**src/rtl/divider_seq_if.sv**
```systemverilog
`default_nettype none
// ============================================================================
//  Module   : divider_seq_if
//  Purpose  : Start/busy/done handshake and operand/result bundle for the
//             sequential divider.
//  Revision : 1.0  initial release
// ============================================================================
interface divider_seq_if #(
    parameter int DW = 8
);
    logic              start;
    logic [2*DW-1:0]   dividend;
    logic [DW-1:0]     divisor;
    logic              busy;
    logic              done;
    logic [2*DW-1:0]   quotient;
    logic [DW-1:0]     remainder;
    logic              div_by_zero;

    modport master (
        output start, dividend, divisor,
        input  busy, done, quotient, remainder, div_by_zero
    );

    modport slave (
        input  start, dividend, divisor,
        output busy, done, quotient, remainder, div_by_zero
    );
endinterface
`default_nettype wire

```
**src/rtl/divider_seq.sv**
```systemverilog
`default_nettype none
// ============================================================================
//  Module   : divider_seq
//  Purpose  : Unsigned restoring divider, 2*DW-bit dividend by DW-bit divisor,
//             one quotient bit per clock with start/busy/done handshake.
//  Revision : 1.0  initial release
// ============================================================================
module divider_seq #(
    parameter int DW = 8
) (
    input  wire logic     clk,
    input  wire logic     rst,
    divider_seq_if.slave  bus
);
    localparam int              c_CW   = $clog2(2*DW);
    localparam logic [c_CW-1:0] c_LAST = c_CW'(2*DW-1);
    localparam logic [0:0]      c_IDLE = 1'b0;
    localparam logic [0:0]      c_CALC = 1'b1;

    logic [0:0]      r_state;
    logic [c_CW-1:0] r_count;
    logic [2*DW-1:0] r_dvd;
    logic [DW-1:0]   r_dvs;
    logic [DW-1:0]   r_rem;
    logic            r_busy;
    logic            r_done;
    logic [2*DW-1:0] r_quotient;
    logic [DW-1:0]   r_remainder;
    logic            r_dbz;

    logic [DW:0]     w_rshift;
    logic [DW:0]     w_diff;
    logic            w_qbit;
    logic [DW-1:0]   w_rnext;

    // The stored remainder is always < divisor, so its top bit is implicitly
    // zero; the sign of the trial subtraction gives the quotient bit.
    assign w_rshift = {r_rem, r_dvd[2*DW-1]};
    assign w_diff   = w_rshift - {1'b0, r_dvs};
    assign w_qbit   = ~w_diff[DW];
    assign w_rnext  = w_qbit ? w_diff[DW-1:0] : w_rshift[DW-1:0];

    always_ff @(posedge clk) begin
        if (rst) begin
            r_state     <= c_IDLE;
            r_count     <= '0;
            r_dvd       <= '0;
            r_dvs       <= '0;
            r_rem       <= '0;
            r_busy      <= 1'b0;
            r_done      <= 1'b0;
            r_quotient  <= '0;
            r_remainder <= '0;
            r_dbz       <= 1'b0;
        end else begin
            r_done <= 1'b0;
            if (r_state == c_IDLE) begin
                if (bus.start) begin
                    if (bus.divisor == '0) begin
                        r_done      <= 1'b1;
                        r_dbz       <= 1'b1;
                        r_quotient  <= '1;
                        r_remainder <= '0;
                    end else begin
                        r_dvd   <= bus.dividend;
                        r_dvs   <= bus.divisor;
                        r_rem   <= '0;
                        r_count <= '0;
                        r_busy  <= 1'b1;
                        r_state <= c_CALC;
                    end
                end
            end else begin
                // Quotient bits shift in from the bottom as dividend bits leave the top.
                r_dvd   <= {r_dvd[2*DW-2:0], w_qbit};
                r_rem   <= w_rnext;
                r_count <= r_count + c_CW'(1);
                if (r_count == c_LAST) begin
                    r_quotient  <= {r_dvd[2*DW-2:0], w_qbit};
                    r_remainder <= w_rnext;
                    r_dbz       <= 1'b0;
                    r_done      <= 1'b1;
                    r_busy      <= 1'b0;
                    r_state     <= c_IDLE;
                end
            end
        end
    end

    assign bus.busy        = r_busy;
    assign bus.done        = r_done;
    assign bus.quotient    = r_quotient;
    assign bus.remainder   = r_remainder;
    assign bus.div_by_zero = r_dbz;
endmodule
`default_nettype wire

```
**src/flat_wrapper.sv**
```systemverilog
// flat-port wrapper written by rule: the top's interface ports become plain ports
module divider_seq_flat 
#(
    parameter int DW = 8
)
  (clk, rst, bus_start, bus_dividend, bus_divisor, bus_busy, bus_done, bus_quotient, bus_remainder, bus_div_by_zero);
  divider_seq_if #(.DW(DW)) bus_i ();
  input  wire logic clk;
  input  wire logic rst;
  input wire logic [$bits(bus_i.start)-1:0] bus_start;
  input wire logic [$bits(bus_i.dividend)-1:0] bus_dividend;
  input wire logic [$bits(bus_i.divisor)-1:0] bus_divisor;
  output wire logic [$bits(bus_i.busy)-1:0] bus_busy;
  output wire logic [$bits(bus_i.done)-1:0] bus_done;
  output wire logic [$bits(bus_i.quotient)-1:0] bus_quotient;
  output wire logic [$bits(bus_i.remainder)-1:0] bus_remainder;
  output wire logic [$bits(bus_i.div_by_zero)-1:0] bus_div_by_zero;
  assign bus_i.start = bus_start;
  assign bus_i.dividend = bus_dividend;
  assign bus_i.divisor = bus_divisor;
  assign bus_busy = bus_i.busy;
  assign bus_done = bus_i.done;
  assign bus_quotient = bus_i.quotient;
  assign bus_remainder = bus_i.remainder;
  assign bus_div_by_zero = bus_i.div_by_zero;
  divider_seq #(.DW(DW)) u_core (.clk(clk), .rst(rst), .bus(bus_i));
endmodule
```
**config.mk**
```make
export PLATFORM = sky130hd
export DESIGN_NAME = divider_seq_flat
export DESIGN_NICKNAME = d
export VERILOG_FILES = /design/src/rtl/divider_seq_if.sv /design/src/rtl/divider_seq.sv /design/src/flat_wrapper.sv
export SDC_FILE = /design/constraint.sdc
export NUM_CORES = 1
export LEC_CHECK = 0
export BUFFER_PORTS_ARGS = -buffer_cell sky130_fd_sc_hd__buf_4
export CORE_ASPECT_RATIO = 0.5
export CORE_MARGIN = 4
export CORE_UTILIZATION = 60
export DETAILED_ROUTE_END_ITERATION = 10
export MAX_ROUTING_LAYER = met4
export PLACE_DENSITY = 0.94
export SLEW_MARGIN = 20
export SYNTH_ARGS = -nofsm -noshare
export SYNTH_HDL_FRONTEND = slang
export SYNTH_SLANG_ARGS = --single-unit
```
**constraint.sdc**
```tcl
create_clock -name clk -period 3.9 [get_ports clk]
set_input_delay 0.585 -clock clk [delete_from_list [all_inputs] [get_ports clk]]
set_output_delay 0.585 -clock clk [all_outputs]
set_load 0.01 [all_outputs]
```
==> results.tsv, run 1 <==
metric	value	unit
Ys Warns	0	
Startpoint Class	flip-flop	
RSZ-0062 raised after global routing	no	
compound-gate portion of the synthesized area	0.144	
Syn Inst Count	396	
final core occ	0.734	
largest family of logic cells by synthesized area	simple AND/OR/NAND/NOR gates	
Slew Viols, Final	0	
vias per cell	5.54	
Comb power frac	0.238	
P per Cell Area	426	mW/mm2
clk_lat worst skew	0.34	ns
Final Critical Period	2.88	ns
crit path kind	flip-flop to flip-flop	
fin crit share	0.738	
adder-cell share of the synthesized area	0.0428	
Syn Area/Cell	7.82	um2
Core Region	0.00495	mm2
Worst Tran Pin Value	0.902	ns
count leader, synth	nor2_1	
Fin Setup TNS	0	ns
number of cell rows	18	
initial antenna violation count	0	
CTS Hold Buffers Added	0	
Req. time, crit path	4.11	ns
Int Pwr	1.07	mW
top_reg_cell synth	dfxtp_1	
TritonRoute pass-1 iters	4	
IO Pins	54	
Num CTS Buffers	9	
clk slew on worst S/H paths	0.06	ns
synth top area cells	dfxtp_1, nor2_1, a21oi_1, mux2i_1, nand2_1	
pin count of the biggest net entering global routing	58	
mux cell area share after synthesis	0.0614	
Critical Path End Type	flip-flop	
number of synthesized flops with an enable pin	0	
area delta synth->final	17.4	%
routability cong.	0.864	
Yosys reg bits	64	
Cell variety after synth	42	
Hold Path Class	flip-flop to flip-flop	
DRT iter0 DRCs	158	
top cell type's share of synthesized area	0.414	
maximum vdd drop	188	uV
Die Ht	58.8	um
Simple-Gate Fraction of Synth Area	0.278	
total net switching power	476	uW
post-CTS sizing	0	
Synth async-reset ratio	0	
CTS root buf	clkbuf_8	
Detailed Route WL	7020	um
share of cells above drive strength 1	0.185	
mapped cell area	0.00310	mm2
overall routing resource usage	0.240	
Clk pwr share	0.306	
grt ovf	0	
vias	2845	
antenna cells	0	
# H-tree levels	3	
CTS max path bufs	2	
first-pass GRT wire length	11500	um
post-CTS setup buffers	0	
register area share after synthesis	0.414	
slew margin rel.	0.395	
status	completed	
antenna-violating nets left	0	
final clock skew	0.00530	ns
Design Area, Final	0.00363	mm2
arrival time worst endpoint	3.09	ns
wire per inst	13.7	um
Leak	1.56	nW
port bufs	53	
Setup-failing EPs final	0	
chip width	110	um
Nets	476	
Post-synth top cells	nor2_1, dfxtp_1, a21oi_1	
Initial Util	0.625	
Synth Area in XOR/XNOR	0.00283	
Final Non-Filler Cells	514	
die area	0.00644	mm2
Seq pwr share	0.456	
Cells after DPL	498	
CTS tree	done	
placed standard-cell area	0.00347	mm2
Max Fclk	0.347	GHz
clk sinks	64	
Post-DP HPWL	4740	um
DRC viols	0	
Max Cap Violations	0	
switching portion of total power	0.308	
syn_nets	433	
crit-path max FO	18	
Hold Fails Final Rpt	0	
area leader, netlist	dfxtp_1	
number of global-route vias before repair	2560	
==> layer usage <==
metal | vias to the layer above | GRT usage | part of all wire
li1 | 1438 | - | -
met5 | - | - | 0
met2 | 93 | 0.382 | 0.48
met4 | 0 | 0.0835 | 0.018
met1 | 1300 | 0.284 | 0.42
met3 | 14 | 0.0843 | 0.077
==> kinds of logic after synthesis <==
| logic type | count (synthesis) |
|---|---|
| mux | 19 |
| buf+inv | 36 |
| xor+xnor | 1 |
| fa+ha+maj | 10 |
| compound gates | 74 |
| flops | 64 |
| simple gates | 192 |
==> power by group through the flow <==
stage / logic, mW / registers (mW) / clock network (mW)
floorplan: 0.314 / 0.714 / 0
global placement: 0.354 / 0.719 / 0
detailed placement: 0.363 / 0.720 / 0
CTS: 0.367 / 0.706 / 0.489
global route: 0.409 / 0.710 / 0.509
finish: 0.368 / 0.706 / 0.473
==> sequential cells by signal, indices dropped and copies added (netlist names) <==
signal                  count
u_core.bus.quotient        16
u_core.r_rem                8
u_core.bus.remainder        8
u_core.r_dvd               16
u_core.bus.busy             1
u_core.bus.div_by_zero      1
u_core.r_count              4
u_core.bus.done             1
u_core.r_dvs                8
u_core.r_state              1
==> through the flow <==
stage	worst slack, ns	power, mW	hold slack, ns
floorplan	1.51	1.03	0.445
global placement	1.16	1.07	0.455
detailed placement	1.06	1.08	0.454
CTS	1.03	1.56	0.472
global route	0.767	1.63	0.486
finish	1.02	1.55	0.482
==> worst max-delay path, stage by stage (launching register included) <==
cell,delay (ns)
dfxtp_1,0.37
inv_1,0.06
ha_1,0.21
fa_1,0.41
nand2b_1,0.20
a211oi_1,0.29
a311o_1,0.82
mux2i_1,0.29
o21ai_0,0.10
==> path summary, 6_finish.rpt <==
path | from | to | slack, ns | depth (start not counted)
worst max-delay path | u_core.r_dvd[15]$_SDFFE_PP0P_ | u_core.r_rem[6]$_SDFFE_PP0P_ | 1.02 | 8
worst min-delay path | u_core.bus.remainder[6]$_SDFFE_PP0P_ | u_core.bus.remainder[6]$_SDFFE_PP0P_ | 0.48 | 2
worst max register to register | u_core.r_dvd[15]$_SDFFE_PP0P_ | u_core.r_rem[6]$_SDFFE_PP0P_ | 1.02 | 8
worst min register to register | u_core.bus.remainder[6]$_SDFFE_PP0P_ | u_core.bus.remainder[6]$_SDFFE_PP0P_ | 0.48 | 2
==> cells in the final DEF (no fill, tap or decap), types with 2 or more instances in the layout <==
master,count
clkbuf_8,9
o21a_1,2
nand3_1,23
a21o_1,3
mux2i_1,19
a21oi_1,41
or4_4,2
buf_4,56
nor3_1,21
o21ai_0,15
clkinv_2,6
nand2_1,39
or2_2,2
nand4_1,5
nor2_1,86
nand4b_1,3
dfxtp_1,64
o21ba_2,2
nand2b_1,5
inv_1,12
ha_1,9
==> layout make-up <==
type,instances,area [um2]
Fill cell,396,1320
Inverter,12,45.0
Clock inverter,7,38.8
Clock buffer,9,124
Sequential cell,64,1280
Tap cell,70,87.6
Multi-Input combinational cell,296,1640
Timing Repair Buffer,56,420
No activity file was read; power rests on OpenSTA's default activity.
==> run 2: changes to the inputs <==
--- a/config.mk
+++ b/config.mk
@@ -8,10 +8,10 @@
 export BUFFER_PORTS_ARGS = -buffer_cell sky130_fd_sc_hd__buf_4
 export CORE_ASPECT_RATIO = 0.5
 export CORE_MARGIN = 4
-export CORE_UTILIZATION = 60
+export CORE_UTILIZATION = 50
 export DETAILED_ROUTE_END_ITERATION = 10
 export MAX_ROUTING_LAYER = met4
-export PLACE_DENSITY = 0.94
+export PLACE_DENSITY = 0.84
 export SLEW_MARGIN = 20
 export SYNTH_ARGS = -nofsm -noshare
 export SYNTH_HDL_FRONTEND = slang
==> constraint.sdc (replaced) <==
create_clock -name clk -period 2.4 [get_ports clk]
set_input_delay 0.36 -clock clk [delete_from_list [all_inputs] [get_ports clk]]
set_output_delay 0.36 -clock clk [all_outputs]
set_load 0.01 [all_outputs]
==> results.tsv, run 2 (synthesis gave the netlist of run 1 again) <==
metric	value	unit
Worst Tran Pin Value	0.581	ns
CTS max path bufs	2	
Detailed Route WL	7590	um
port bufs	53	
Nets	485	
Critical Path End Type	flip-flop	
final clock skew	0.00973	ns
DRC viols	0	
reg2reg path depth	8	
Req. time, crit path	2.63	ns
Setup-failing EPs final	0	
Slew Viols, Final	0	
vias per cell	5.46	
chip width	119	um
die area	0.00759	mm2
maximum vdd drop	457	uV
Post-DP HPWL	5170	um
fin crit share	0.991	
overall routing resource usage	0.209	
Max Cap Violations	0	
# fillers	463	
TritonRoute pass-1 iters	4	
CTS root buf	clkbuf_16	
P per Cell Area	805	mW/mm2
first-pass GRT wire length	12600	um
antenna cells	0	
Final Critical Period	2.38	ns
Num CTS Buffers	9	
post-CTS setup buffers	0	
Worst Hold End	u_core.r_dvs[5]$_SDFFE_PP0P_	
slew margin rel.	0.613	
placed standard-cell area	0.00357	mm2
Hold Fails Final Rpt	0	
Startpoint Class	flip-flop	
Design Area, Final	0.00390	mm2
pin count of the biggest net entering global routing	58	
r2r startpoint	u_core.r_rem[4]$_SDFFE_PP0P_	
wire per inst	14.1	um
RR Endpoint	u_core.r_rem[1]$_SDFFE_PP0P_	
IO Pins	54	
area delta synth->final	26.0	%
Leak	1.65	nW
setup slack, reg-to-reg	0.02	ns
clk_lat worst skew	0.34	ns
hold path startpoint	bus_divisor[5]	
Initial Util	0.540	
CTS Hold Buffers Added	0	
clk sinks	64	
arrival time worst endpoint	2.61	ns
DRT iter0 DRCs	338	
hold path depth	3	
number of global-route vias before repair	2792	
Max Fclk	0.421	GHz
share of cells above drive strength 1	0.219	
antenna-violating nets left	0	
commonest cells after routing, fill and taps aside	nor2_1, buf_4, dfxtp_1, a21oi_1, nand2_1	
Die Ht	63.6	um
crit-path max FO	18	
Hold Path Class	input port to flip-flop	
CTS tree	done	
pre-CTS setup slack	-0.0399	ns
number of cell rows	19	
PnR worst setup slack	0.0220	ns
Core Region	0.00573	mm2
# H-tree levels	3	
most common cell after layout, fill and taps aside	nor2_1	
grt ovf	0	
initial antenna violation count	0	
crit path kind	flip-flop to flip-flop	
Fin Setup TNS	0	ns
vias	2932	
status	completed	
routability cong.	0.840	
clk slew on worst S/H paths	0.06	ns
==> run 2: changes by cell type in the layout (fill, tap and decap cells not counted), moves of 2 or more <==
cell        before  now
mux2i_1         19   16
inv_6            0    2
o21ai_0         15   10
clkinv_2         6    0
buf_4           56   64
o21ai_1          0    4
clkbuf_8         9    0
mux2i_4          0    2
clkinvlp_4       0    4
clkbuf_16        0    9
==> run 2: worst max-delay path by stage <==
| stage | from | endpoint | slack [ns] | cells after the start |
|---|---|---|---|---|
| 6_report | u_core.r_rem[4]$_SDFFE_PP0P_ | u_core.r_rem[1]$_SDFFE_PP0P_ | 0.02 | 8 |
| 5_1_grt | u_core.r_dvd[15]$_SDFFE_PP0P_ | u_core.r_rem[1]$_SDFFE_PP0P_ | -0.14 | 10 |
| 4_1_cts | u_core.r_dvd[15]$_SDFFE_PP0P_ | u_core.bus.remainder[5]$_SDFFE_PP0P_ | 0.02 | 10 |
| 3_5_place_dp | u_core.r_dvd[15]$_SDFFE_PP0P_ | u_core.bus.remainder[5]$_SDFFE_PP0P_ | -0.04 | 10 |
| 3_3_place_gp | u_core.r_dvd[15]$_SDFFE_PP0P_ | u_core.bus.remainder[5]$_SDFFE_PP0P_ | 0.06 | 10 |
| 2_1_floorplan | u_core.r_dvd[15]$_SDFFE_PP0P_ | u_core.r_rem[3]$_SDFFE_PP0P_ | 0.009 | 11 |
==> run 2: repair_timing <==
item | in CTS | in global routing
setup endpoints to repair | 10 | 18
pin swaps | 0 | 2
resized for setup | 1 | 14
==> run 2: worst max-delay path, cell delays in order (launching register included) <==
cell and delay [ns]:
dfxtp_1 0.42, ha_1 0.32, a21o_1 0.19, a21oi_1 0.24, o221ai_1 0.17, a311o_1 0.38
buf_12 0.18, mux2i_1 0.11, o21ai_0 0.25
==> run 2: cell type report <==
class                   count  area (um2)  share of cell area
clock buffers               9         225              0.0577
clock inverters             7        56.3              0.0144
inverters                  12        45.0              0.0115
multi-input cells         296        1690               0.433
flip-flops and latches     64        1280               0.328
well taps                  84         105              0.0269
repair buffers             65         500               0.128
==> run 2: metrics by stage <==
stage	util	power, mW	hold WS [ns]	cells
floorplan	-	1.67	0.445	396
global placement	0.623	1.82	0.448	521
detailed placement	0.623	1.83	0.448	521
CTS	0.673	3.04	0.277	537
global route	0.681	3.27	0.293	537
finish	0.681	3.14	0.273	537
==> run 2: routing by layer <==
| layer | vias up | GRT usage | part of all wire |
|---|---|---|---|
| li1 | 1465 | - | - |
| met5 | - | - | 0 |
| met1 | 1368 | 0.255 | 0.45 |
| met3 | 11 | 0.0617 | 0.076 |
| met2 | 88 | 0.342 | 0.46 |
| met4 | 0 | 0.0534 | 0.014 |
==> run 2: power by group <==
part / total [mW] / internal (mW) / switching, mW / leakage (nW)
sequential: 1.15 / 1.11 / 0.0434 / 0.520
combinational: 0.762 / 0.370 / 0.393 / 1.00
clock: 1.22 / 0.706 / 0.518 / 0.125
total: 3.14 / 2.19 / 0.954 / 1.65
==> run 3: changes to the inputs <==
--- a/config.mk
+++ b/config.mk
@@ -6,9 +6,11 @@
 export NUM_CORES = 1
 export LEC_CHECK = 0
 export BUFFER_PORTS_ARGS = -buffer_cell sky130_fd_sc_hd__buf_4
+export CELL_PAD_IN_SITES_DETAIL_PLACEMENT = 0
+export CELL_PAD_IN_SITES_GLOBAL_PLACEMENT = 2
 export CORE_ASPECT_RATIO = 0.5
 export CORE_MARGIN = 4
-export CORE_UTILIZATION = 50
+export CORE_UTILIZATION = 29
 export DETAILED_ROUTE_END_ITERATION = 10
 export MAX_ROUTING_LAYER = met4
 export PLACE_DENSITY = 0.84
==> results.tsv, run 3 (synthesis gave the netlist of run 1 again) <==
metric	value	unit
status	completed	
grt ovf	0	
Initial Util	0.300	
arrival time worst endpoint	2.57	ns
PnR worst setup slack	0.0849	ns
Nets	489	
clk slew on worst S/H paths	0.06	ns
wire per inst	13.1	um
maximum vdd drop	279	uV
first-pass GRT wire length	13000	um
Hold Path Class	input port to flip-flop	
Critical Path End Type	flip-flop	
CP cell instances	inv_2 -> ha_4 -> fa_2 -> nand2b_4 -> a211oi_4 -> nor3b_2 -> a311o_2 -> buf_12 -> mux2i_4 -> o21ai_2	
Max Cap Violations	0	
antenna cells	0	
Fin Setup TNS	0	ns
hold path depth	3	
RSZ-0062 raised after global routing	yes	
crit-path max FO	5	
IO Pins	54	
routability cong.	0.760	
topmost layer with routed signal wires	met4	
die area	0.0125	mm2
Die Ht	81.1	um
crit path kind	flip-flop to flip-flop	
DR WL met2	3500	um
antenna-violating nets left	0	
commonest cells after routing, fill and taps aside	nor2_1, buf_4, dfxtp_1, a21oi_1, nand2_1	
pre-CTS setup slack	-0.0277	ns
CTS tree	done	
RR Endpoint	u_core.r_rem[7]$_SDFFE_PP0P_	
Core Region	0.0103	mm2
number of cell rows	26	
reg2reg path depth	10	
M1 WL	4000	um
# fillers	1091	
Slew Viols, Final	0	
initial antenna violation count	0	
Max Fclk	0.432	GHz
Leak	1.70	nW
chip width	154	um
met3 WL post-DR	279	um
clk sinks	64	
Detailed Route WL	7850	um
vias	2800	
P per Cell Area	794	mW/mm2
DRC viols	0	
number of global-route vias before repair	2607	
final hold slack	0.282	ns
TritonRoute pass-1 iters	5	
Hold Fails Final Rpt	0	
vias per cell	4.69	
setup slack, reg-to-reg	0.08	ns
port bufs	53	
critical path's largest stage delay	0.39	ns
CP delay by family, top	compound AO/OA/AOI/OAI gates	
Num CTS Buffers	9	
Post-DP HPWL	5350	um
share of cells above drive strength 1	0.232	
DRT iter0 DRCs	135	
r2r startpoint	u_core.r_dvd[15]$_SDFFE_PP0P_	
fin crit share	0.965	
area delta synth->final	30.7	%
pin count of the biggest net entering global routing	58	
Setup-failing EPs final	0	
Req. time, crit path	2.66	ns
slew margin rel.	0.600	
Final Critical Period	2.32	ns
most common cell after layout, fill and taps aside	nor2_1	
CTS max path bufs	2	
placed standard-cell area	0.00364	mm2
Worst Hold End	u_core.r_dvs[1]$_SDFFE_PP0P_	
Worst Tran Pin Value	0.592	ns
Worst Path Buf+Inv	2	
Design Area, Final	0.00405	mm2
clk_lat worst skew	0.33	ns
Startpoint Class	flip-flop	
hold path startpoint	bus_divisor[1]	
overall routing resource usage	0.133	
final clock skew	0.00924	ns
Max stage delay cell, worst path	a311o_2	
# H-tree levels	3	
CTS root buf	clkbuf_16	
run 3: where the power goes:
group,switching (mW),internal (mW),leakage [nW]
Combinational,0.417,0.481,1.04
Clock,0.469,0.692,0.132
Sequential,0.0400,1.11,0.521
Total,0.926,2.28,1.70
run 3: final cells by class:
cell class	instances	area, um2	area share
well taps	140	175	0.0433
clock buffers	10	229	0.0566
repair buffers	69	566	0.140
inverters	12	45.0	0.0111
clock inverters	6	36.3	0.00897
flip-flops and latches	64	1280	0.317
multi-input cells	296	1710	0.423
run 3: how the worst max path moves through the flow:
stage / endpoint / cells after the start / startpoint / slack, ns
after floorplan: u_core.r_rem[3]$_SDFFE_PP0P_ / 11 / u_core.r_dvd[15]$_SDFFE_PP0P_ / 0.009
after global routing: u_core.r_rem[7]$_SDFFE_PP0P_ / 10 / u_core.r_dvd[15]$_SDFFE_PP0P_ / -0.02
after detailed placement: u_core.bus.remainder[7]$_SDFFE_PP0P_ / 10 / u_core.r_dvd[15]$_SDFFE_PP0P_ / -0.03
final: u_core.r_rem[7]$_SDFFE_PP0P_ / 10 / u_core.r_dvd[15]$_SDFFE_PP0P_ / 0.08
after CTS: u_core.bus.remainder[6]$_SDFFE_PP0P_ / 10 / u_core.r_dvd[15]$_SDFFE_PP0P_ / 0.01
after global placement: u_core.bus.remainder[5]$_SDFFE_PP0P_ / 10 / u_core.r_dvd[15]$_SDFFE_PP0P_ / 0.04
run 3: tightest hold or removal path: stages:
cell and delay (ns):
buf_4 0.08, mux2i_1 0.06, nor2_1 0.07
run 3: per-layer routing:
layer | vias up | global-route usage
li1 | 1465 | -
met1 | 1282 | 0.168
met2 | 48 | 0.207
met3 | 5 | 0.0404
met4 | 0 | 0.0370
met5 | - | -
run 3: what timing repair did:
item	4_1_cts	5_1_grt
pin swaps	0	4
gates resized for setup	1	21
setup buffers	0	2
gates cloned	0	2
endpoints found under the setup margin	9	18
hold buffers	0	0
run 3: through the flow:
| step | power, mW | util | cells |
|---|---|---|---|
| after floorplan | 1.67 | - | 396 |
| after global placement | 1.84 | 0.353 | 577 |
| after detailed placement | 1.83 | 0.353 | 577 |
| after CTS | 3.01 | 0.379 | 593 |
| after global routing | 3.39 | 0.392 | 597 |
| final | 3.21 | 0.392 | 597 |
